### config.mk
export PLATFORM = sky130hd
export DESIGN_NAME = vending_machine_param_flat
export DESIGN_NICKNAME = d
export VERILOG_FILES = /design/src/rtl/vending_machine_param_if.sv /design/src/rtl/vending_machine_param.sv /design/src/flat_wrapper.sv
export SDC_FILE = /design/constraint.sdc
export NUM_CORES = 1
export LEC_CHECK = 0
export CAP_MARGIN = 20
export CORE_UTILIZATION = 45
export CTS_CLUSTER_DIAMETER = 120
export CTS_CLUSTER_SIZE = 40
export DETAILED_ROUTE_END_ITERATION = 10
export GPL_TIMING_DRIVEN = 0
export PLACE_DENSITY = 0.67
export SETUP_SLACK_MARGIN = 0.1
export SLEW_MARGIN = 40
export SYNTH_ARGS = -nofsm -noshare
export SYNTH_HDL_FRONTEND = slang
export SYNTH_SLANG_ARGS = --single-unit
### constraint.sdc
create_clock -name clk_i -period 4 [get_ports clk_i]
set_clock_uncertainty 0.2 [all_clocks]
set_input_delay 0.4 -clock clk_i [delete_from_list [all_inputs] [get_ports clk_i]]
set_output_delay 0.4 -clock clk_i [all_outputs]
set_load 0.02 [all_outputs]
### src/rtl/vending_machine_param_if.sv
// Coin-mech / dispenser bus for vending_machine_param.
//   master: coin-mech front end and dispenser side (drives coins and cancel,
//           observes vend, change and status)
//   slave : the vending controller
// Signals:
//   nickel_i, dime_i, quarter_i : coin present levels; a rising edge is one coin
//   cancel_i                    : refund request level; a rising edge is a request
//   soda_o                      : vend pulse, one cycle per product
//   change_valid_o              : change_coin_o holds a coin to eject this cycle
//   change_coin_o               : 01 nickel, 10 dime, 00 none
//   credit_o                    : current credit in cents
//   busy_o                      : vending or paying change; coins are refused
//   coin_reject_o               : one-cycle pulse, a coin edge was refused
interface vending_machine_param_if #(
  parameter int CREDIT_W = 7
);
  logic                nickel_i;
  logic                dime_i;
  logic                quarter_i;
  logic                cancel_i;
  logic                soda_o;
  logic                change_valid_o;
  logic [1:0]          change_coin_o;
  logic [CREDIT_W-1:0] credit_o;
  logic                busy_o;
  logic                coin_reject_o;

  modport master (
    output nickel_i, dime_i, quarter_i, cancel_i,
    input  soda_o, change_valid_o, change_coin_o, credit_o, busy_o, coin_reject_o
  );

  modport slave (
    input  nickel_i, dime_i, quarter_i, cancel_i,
    output soda_o, change_valid_o, change_coin_o, credit_o, busy_o, coin_reject_o
  );
endinterface

### src/rtl/vending_machine_param.sv
// Single-product vending controller. Takes coin strobes, tracks credit, vends
// once credit reaches PRICE, then pays change or a cancel refund as a serial
// stream of dimes/nickels, one coin per cycle.
// Ports:
//   clk_i    : clock, rising edge
//   reset_ni : asynchronous active-low reset
//   bus      : vending_machine_param_if.slave (coins, cancel, vend, change,
//              credit, busy, coin reject)
// All outputs are decoded from registered state, so an event sampled at edge
// k shows up on the outputs right after edge k.
module vending_machine_param #(
  parameter int PRICE       = 20,
  parameter int NICKEL_VAL  = 5,
  parameter int DIME_VAL    = 10,
  parameter int QUARTER_VAL = 25,
  parameter int MAX_CREDIT  = 95,
  parameter int CREDIT_W    = 7
) (
  input  logic                    clk_i,
  input  logic                    reset_ni,
  vending_machine_param_if.slave  bus
);
  localparam int AW = CREDIT_W + 1;

  localparam logic [1:0] S_IDLE    = 2'd0;
  localparam logic [1:0] S_COLLECT = 2'd1;
  localparam logic [1:0] S_VEND    = 2'd2;
  localparam logic [1:0] S_CHANGE  = 2'd3;

  localparam logic [AW-1:0] PRICE_A   = AW'(PRICE);
  localparam logic [AW-1:0] NICKEL_A  = AW'(NICKEL_VAL);
  localparam logic [AW-1:0] DIME_A    = AW'(DIME_VAL);
  localparam logic [AW-1:0] QUARTER_A = AW'(QUARTER_VAL);
  localparam logic [AW-1:0] MAX_A     = AW'(MAX_CREDIT);

  localparam logic [1:0] COIN_NONE   = 2'b00;
  localparam logic [1:0] COIN_NICKEL = 2'b01;
  localparam logic [1:0] COIN_DIME   = 2'b10;

  logic [1:0]          state_q, state_d;
  logic [CREDIT_W-1:0] credit_q, credit_d;
  logic                reject_q, reject_d;
  // Edge history, ordered {quarter, dime, nickel}. Cleared on reset so a level
  // held through reset counts as one coin on release.
  logic [2:0]          coin_q;
  logic                cancel_q;

  logic [2:0]    coin_now, ev;
  logic          ev_cancel, ev_any, ev_multi;
  logic [AW-1:0] credit_a, coin_val, sum, step, remain, vend_left;

  assign coin_now  = {bus.quarter_i, bus.dime_i, bus.nickel_i};
  assign ev        = coin_now & ~coin_q;
  assign ev_cancel = bus.cancel_i & ~cancel_q;
  assign ev_any    = |ev;
  // More than one coin edge in the same cycle: all but the top one are refused.
  assign ev_multi  = (ev & (ev - 3'd1)) != 3'd0;
  assign credit_a  = {1'b0, credit_q};

  always_comb begin
    coin_val = '0;
    if (ev[2])      coin_val = QUARTER_A;
    else if (ev[1]) coin_val = DIME_A;
    else if (ev[0]) coin_val = NICKEL_A;
  end

  assign sum       = credit_a + coin_val;
  assign vend_left = credit_a - PRICE_A;
  assign step      = (credit_a >= DIME_A) ? DIME_A : NICKEL_A;
  // Saturate at zero so a credit that is not a nickel multiple still ends.
  assign remain    = (credit_a <= step) ? '0 : (credit_a - step);

  always_comb begin
    state_d  = state_q;
    credit_d = credit_q;
    reject_d = 1'b0;
    case (state_q)
      S_IDLE, S_COLLECT: begin
        // Cancel only acts in COLLECT; in IDLE it is ignored and coins proceed.
        if (ev_cancel && state_q == S_COLLECT) begin
          state_d  = S_CHANGE;
          reject_d = ev_any;
        end else if (ev_any) begin
          reject_d = ev_multi;
          if (sum <= MAX_A) begin
            credit_d = sum[CREDIT_W-1:0];
            state_d  = (sum >= PRICE_A) ? S_VEND : S_COLLECT;
          end else begin
            reject_d = 1'b1;
          end
        end
      end
      S_VEND: begin
        reject_d = ev_any;
        credit_d = vend_left[CREDIT_W-1:0];
        state_d  = (vend_left == '0) ? S_IDLE : S_CHANGE;
      end
      default: begin // S_CHANGE
        reject_d = ev_any;
        credit_d = remain[CREDIT_W-1:0];
        state_d  = (remain == '0) ? S_IDLE : S_CHANGE;
      end
    endcase
  end

  always_ff @(posedge clk_i or negedge reset_ni) begin
    if (!reset_ni) begin
      state_q  <= S_IDLE;
      credit_q <= '0;
      reject_q <= 1'b0;
      coin_q   <= '0;
      cancel_q <= 1'b0;
    end else begin
      state_q  <= state_d;
      credit_q <= credit_d;
      reject_q <= reject_d;
      coin_q   <= coin_now;
      cancel_q <= bus.cancel_i;
    end
  end

  assign bus.soda_o         = (state_q == S_VEND);
  assign bus.change_valid_o = (state_q == S_CHANGE);
  assign bus.change_coin_o  = (state_q != S_CHANGE) ? COIN_NONE :
                              (credit_a >= DIME_A)   ? COIN_DIME : COIN_NICKEL;
  assign bus.credit_o       = credit_q;
  assign bus.busy_o         = (state_q == S_VEND) || (state_q == S_CHANGE);
  assign bus.coin_reject_o  = reject_q;
endmodule

### src/flat_wrapper.sv
// flat-port wrapper written by rule: the top's interface ports become plain ports
module vending_machine_param_flat 
#(
  parameter int PRICE       = 20,
  parameter int NICKEL_VAL  = 5,
  parameter int DIME_VAL    = 10,
  parameter int QUARTER_VAL = 25,
  parameter int MAX_CREDIT  = 95,
  parameter int CREDIT_W    = 7
)
  (clk_i, reset_ni, bus_nickel_i, bus_dime_i, bus_quarter_i, bus_cancel_i, bus_soda_o, bus_change_valid_o, bus_change_coin_o, bus_credit_o, bus_busy_o, bus_coin_reject_o);
  vending_machine_param_if #(.CREDIT_W(CREDIT_W)) bus_i ();
  input  logic clk_i;
  input  logic reset_ni;
  input wire logic [$bits(bus_i.nickel_i)-1:0] bus_nickel_i;
  input wire logic [$bits(bus_i.dime_i)-1:0] bus_dime_i;
  input wire logic [$bits(bus_i.quarter_i)-1:0] bus_quarter_i;
  input wire logic [$bits(bus_i.cancel_i)-1:0] bus_cancel_i;
  output wire logic [$bits(bus_i.soda_o)-1:0] bus_soda_o;
  output wire logic [$bits(bus_i.change_valid_o)-1:0] bus_change_valid_o;
  output wire logic [$bits(bus_i.change_coin_o)-1:0] bus_change_coin_o;
  output wire logic [$bits(bus_i.credit_o)-1:0] bus_credit_o;
  output wire logic [$bits(bus_i.busy_o)-1:0] bus_busy_o;
  output wire logic [$bits(bus_i.coin_reject_o)-1:0] bus_coin_reject_o;
  assign bus_i.nickel_i = bus_nickel_i;
  assign bus_i.dime_i = bus_dime_i;
  assign bus_i.quarter_i = bus_quarter_i;
  assign bus_i.cancel_i = bus_cancel_i;
  assign bus_soda_o = bus_i.soda_o;
  assign bus_change_valid_o = bus_i.change_valid_o;
  assign bus_change_coin_o = bus_i.change_coin_o;
  assign bus_credit_o = bus_i.credit_o;
  assign bus_busy_o = bus_i.busy_o;
  assign bus_coin_reject_o = bus_i.coin_reject_o;
  vending_machine_param #(.PRICE(PRICE), .NICKEL_VAL(NICKEL_VAL), .DIME_VAL(DIME_VAL), .QUARTER_VAL(QUARTER_VAL), .MAX_CREDIT(MAX_CREDIT), .CREDIT_W(CREDIT_W)) u_core (.clk_i(clk_i), .reset_ni(reset_ni), .bus(bus_i));
endmodule
Yosys cells after proc, flatten, opt, wreduce, memory -nomap -nowiden
Cells that the tools add are included.
- eq/ne operators: 9
- multiplexer cells: 22
- add/subtract/negate cells: 4
- $lt $le $gt $ge: 4
- reductions and logical operators: 10
- bitwise gates (word level): 5
- operators with widths (kind ; count):
    $mux W8 ; 3
    $mux W7 ; 3
    $logic_not A8 Y1 ; 2
    $mux W2 ; 8
    $pmux W7 S2 ; 1
    $add A7 B8 Y8 ; 1
    $ge A8 B5 Y1 const B ; 1
    $le A7 B8 Y1 ; 1
    $le A8 B7 Y1 const B ; 1
    $sub A7 B5 Y8 const B ; 1
    $sub A7 B8 Y8 ; 1
    $ge A7 B4 Y1 const B ; 1
    $and A3 B3 Y3 ; 2
    $ne A3 B1 Y1 const B ; 2
    $eq A2 B2 Y1 const B ; 2
    $mux W1 ; 4
    $mux W4 ; 1
    $ne A2 B1 Y1 const B ; 2
    $ne A2 B2 Y1 const B ; 2
    $pmux W2 S2 ; 1
    $mux W3 ; 1
    $not A3 Y3 ; 1
    $reduce_and A3 Y1 ; 1
    $reduce_bool A3 Y1 ; 1
    10 further kinds ; 10
- input bits: 6
- output and inout port bits: 13
- logic and storage cells: 59
- register bits after elaboration: 14

Logic depth before layout (Yosys ltp)
- depth in word-level cells: 12
- gate-level depth with buffers: 14
- mapped depth without buffers: 14

Worst setup path before layout
OpenSTA, ideal clock, no wires.
- path type: register to register
- from: register u_core.credit_q[2] (netlist: u_core.bus.credit_o[2])
- to: register u_core.state_q[1]
- path slack: 0.756 ns
- data required time: 3.674 ns
- clock period less this slack: 3.244 ns
- data arrival time: 2.919 ns
- stages on the path, launching flop included: 15
- path buffers: 0
- cells stage by stage: dfrtp_1 inv_1 ha_1 a31oi_1 o21ai_0 inv_1 ha_1 inv_1 fa_1 xor2_1 nor3b_1 mux2i_1 nor2_1 o211ai_2 o311a_1
- longest elaborated chain between the ends: 7
- elaborated cells between the ends (all ways): 20
- classes of those cells: add/sub (3); order compare (4); eq/ne (1); mux (9); reduce/logical (3)
- RTL lines (what ; RTL line ; source):
    start: declaration ; vending_machine_param.sv:41 ; logic [CREDIT_W-1:0] credit_q, credit_d;
    start signal: assignment ; vending_machine_param.sv:115 ; credit_q <= credit_d;
    $ge A7 B4 Y1 or $add A7 B8 Y8 (tied branches) ; vending_machine_param.sv:69, vending_machine_param.sv:67 ;
    $mux W4 or $ge A8 B5 Y1 (tied branches) ; vending_machine_param.sv:69, vending_machine_param.sv:87 ;
    $sub A7 B8 Y8, or another cell as far along ; vending_machine_param.sv:71 ; assign remain = (credit_a <= step) ? '0 : (credit_a - step);
    $mux W8 or $mux W2 (tied branches) ; vending_machine_param.sv:71, vending_machine_param.sv:85 ;
    $logic_not A8 Y1 or $mux W2 (tied branches) ; vending_machine_param.sv:101, vending_machine_param.sv:83 ;
    $mux W2 (on tied branches) ; vending_machine_param.sv:101, vending_machine_param.sv:80 ;
    $pmux W2 S2 ; vending_machine_param.sv:77 ; case (state_q)
    end signal: assignment ; vending_machine_param.sv:114 ; state_q <= state_d;
    end: declaration ; vending_machine_param.sv:40 ; logic [1:0] state_q, state_d;
Several ways; a longest one is shown, not always the timed one. The select of a mux whose other input is x is not followed.
A chain may end at the register's enable or synchronous reset.

Worst setup path after layout
- from: register u_core.credit_q[5] (netlist: u_core.bus.credit_o[5])
- to: register u_core.state_q[1]
The elaborated chain is that of the path after synthesis.

==> qor.csv <==
stage,metric,value,unit
run_status,status,"complete, no violations",
sta,fmax,0.276,GHz
logic_synthesis,ys_async_sr_fraction,1.00,
sta,rsz0062_at_grt,false,
cts,cts_made_buffers,3,
drt,drc_errors,0,
logic_synthesis,avgSynthCellArea,8.39,µm²
logic_synthesis,synth-simple-area-share,0.249,
layout,antenna_cells,0,
worst_setup_path,crit_path_start_kind,register,
sta,worst_pin_slew,0.680,ns
sta,setup_viol_count_final,0,
worst_setup_path,path_max_fanout,10,
die,dieHeight,61.4,µm
logic_synthesis,synth_nets,209,
die,placementRows,21,
place,portBuffers,18,
cts,clkSinkCount,14,
drt,wire_per_inst,15.9,µm
global_route,first_global_vias,1395,
logic_synthesis,ys_warn_count,0,
drt,ant_nets,0,
die,io_pins,19,
die,fp.dieW,61.4,µm
place,gp_congestion,0.880,
global_route,grt_usage,0.240,
cts,htreeDepth,1,
logic_synthesis,synthXorXnorAreaFrac,0.0331,
drt,avgViaCountPerCell,5.93,
layout,n_fill_cell,356,
drt,drtIter0Drc,124,
cts,insertion_delay,0.29,ns
logic_synthesis,netlist_top_cells_count,"26 x nor2_1, 15 x a21oi_1, 14 x dfrtp_1",
worst_setup_path,worstSetupPathType,reg2reg,
layout,layout-drive-gt1-share,0.133,
logic_synthesis,synthCells,189,
logic_synthesis,muxShareOfSynthArea,0.0260,
sta,period_needed,3.62,ns
cts,cts_resized,0,
drt,first_pass_iters,4,
cts,cts_tree,built,
die,start_util,0.471,
global_route,grt-ovfl-total,0,
cts,root_buffer,clkbuf_4,
logic_synthesis,synth_area_leaders,"dfrtp_1 22%, ha_1 9.5%, nor2_1 6.2%",
logic_synthesis,yosys.area.top_type,dfrtp_1,
logic_synthesis,ys_seq_area_frac,0.221,
logic_synthesis,synth.most_common_cell,nor2_1,
global_route,grt_max_degree,15,
logic_synthesis,synth_edf_count,0,
sta,slew_headroom,0.545,
drt,dr_total_vias,1524,
sta,setup_tns,0,ns
global_route,antenna_found_initial,0,
logic_synthesis,synth_flop_cell,dfrtp_1,
sta,finalHoldViolations,0,
logic_synthesis,synth_top_family_by_area,compound AO/OA/AOI/OAI gates,
run,max_cap_viol_count,0,
die,dieArea,3760,µm²
die,coreArea,3360,µm²
logic_synthesis,synth_seq_cells,14,
sta,timing.final.crit_share,0.906,
cts,clockBufferDepth,2,
logic_synthesis,synth_compound_area_frac,0.294,
layout,synthToLayoutAreaGrowth,17.3,%
place,dp_hpwl,3.17,mm
worst_setup_path,cp_data_arrival_time,3.61,ns
layout,nets,232,
logic_synthesis,synthAdderAreaFrac,0.120,
logic_synthesis,syn_area,1590,µm²
sta,maxSlewViolCount,0,
logic_synthesis,synth.distinct_cells,58,
drt,wirelength,4.08,mm
global_route,grt_pass1_wl,6.46,mm
worst_setup_path,crit_required,3.99,ns
hold_path,hp-class,in2async,
cts,clk_pin_slew,0.09,ns
cts,cts_setup_buffers,0,
worst_setup_path,endpoint_kind,register,
logic_synthesis,synth_top_area_share,0.221,
cts,ctsHoldBuffers,0,
-- layout make-up --
class	count	area, µm²	area share
inverters	10	37.5	0.0202
plain buffers	8	51.3	0.0276
flip-flops and latches	14	350	0.188
repair buffers	18	180	0.0969
clock buffers	4	36.3	0.0195
multi-input cells	157	1150	0.616
well taps	46	57.6	0.0310
-- state kept, by name (all words and copies together) (netlist names) --
| name | flops |
|---|---|
| u_core.bus.credit_o | 7 |
| u_core.state_q | 2 |
| u_core.cancel_q | 1 |
| u_core.bus.coin_reject_o | 1 |
| u_core.coin_q | 3 |
-- cell usage in the layout, fill, tap and decap left out, types with 5 or more instances in the layout --
cell and n:
a21oi_1 15, clkdlybuf4s50_1 18, dfrtp_1 14, ha_1 12, inv_1 10, nand2_1 11
nand2b_1 5, nor2_1 26, nor3_1 6, o21ai_0 7
-- worst paths after layout --
check                                                   start                                  to  slack (ns)  cells past startpoint
hold reg to reg            u_core.bus.credit_o[0]$_DFFE_PN0P_  u_core.bus.credit_o[0]$_DFFE_PN0P_        0.40                      1
setup / recovery           u_core.bus.credit_o[5]$_DFFE_PN0P_       u_core.state_q[1]$_DFFE_PN0P_        0.38                     13
max in group asynchronous                            reset_ni  u_core.bus.credit_o[1]$_DFFE_PN0P_        2.85                      1
setup reg to reg           u_core.bus.credit_o[5]$_DFFE_PN0P_       u_core.state_q[1]$_DFFE_PN0P_        0.38                     13
hold / removal                                       reset_ni  u_core.bus.credit_o[5]$_DFFE_PN0P_        0.31                      1
min in group clk_i                               bus_cancel_i           u_core.cancel_q$_DFF_PN0_        0.37                      1
-- kinds of logic after synthesis --
kind of cell	Yosys count
mux	4
fa+ha+maj	14
buf+inv	18
compound gates	60
simple gates	73
flops	14
xor+xnor	6
-- worst max-delay path: stages (launching register included) --
cell and delay (ns):
dfrtp_1 0.48, buf_2 0.24, nor3_2 0.29, o21ai_0 0.22
inv_1 0.21, ha_1 0.19, inv_1 0.07, fa_1 0.41
xor2_1 0.21, nor3b_1 0.22, mux2i_1 0.14, nor2_1 0.17
o211ai_2 0.12, o311a_1 0.35
-- metal layers --
layer / track usage / vias to the layer above / share of wire
li1: - / 739 / -
met1: 0.300 / 728 / 0.43
met2: 0.416 / 50 / 0.50
met3: 0.0378 / 7 / 0.055
met4: 0.0889 / 0 / 0.014
met5: 0 / - / 0
-- per-stage QoR --
step	hold slack, ns	setup slack (ns)	std cells	util	area, µm²
2_1_floorplan	-0.0956	0.756	189	-	1590
3_3_place_gp	0.379	0.490	253	0.542	1820
3_5_place_dp	0.380	0.441	253	0.542	1820
4_1_cts	0.342	0.425	257	0.553	1860
5_1_grt	0.373	0.142	257	0.553	1860
6_report	0.308	0.377	257	0.553	1860
Power is not shown: default switching activity piles up to over one toggle a cycle in this logic, so the estimate is an artifact.
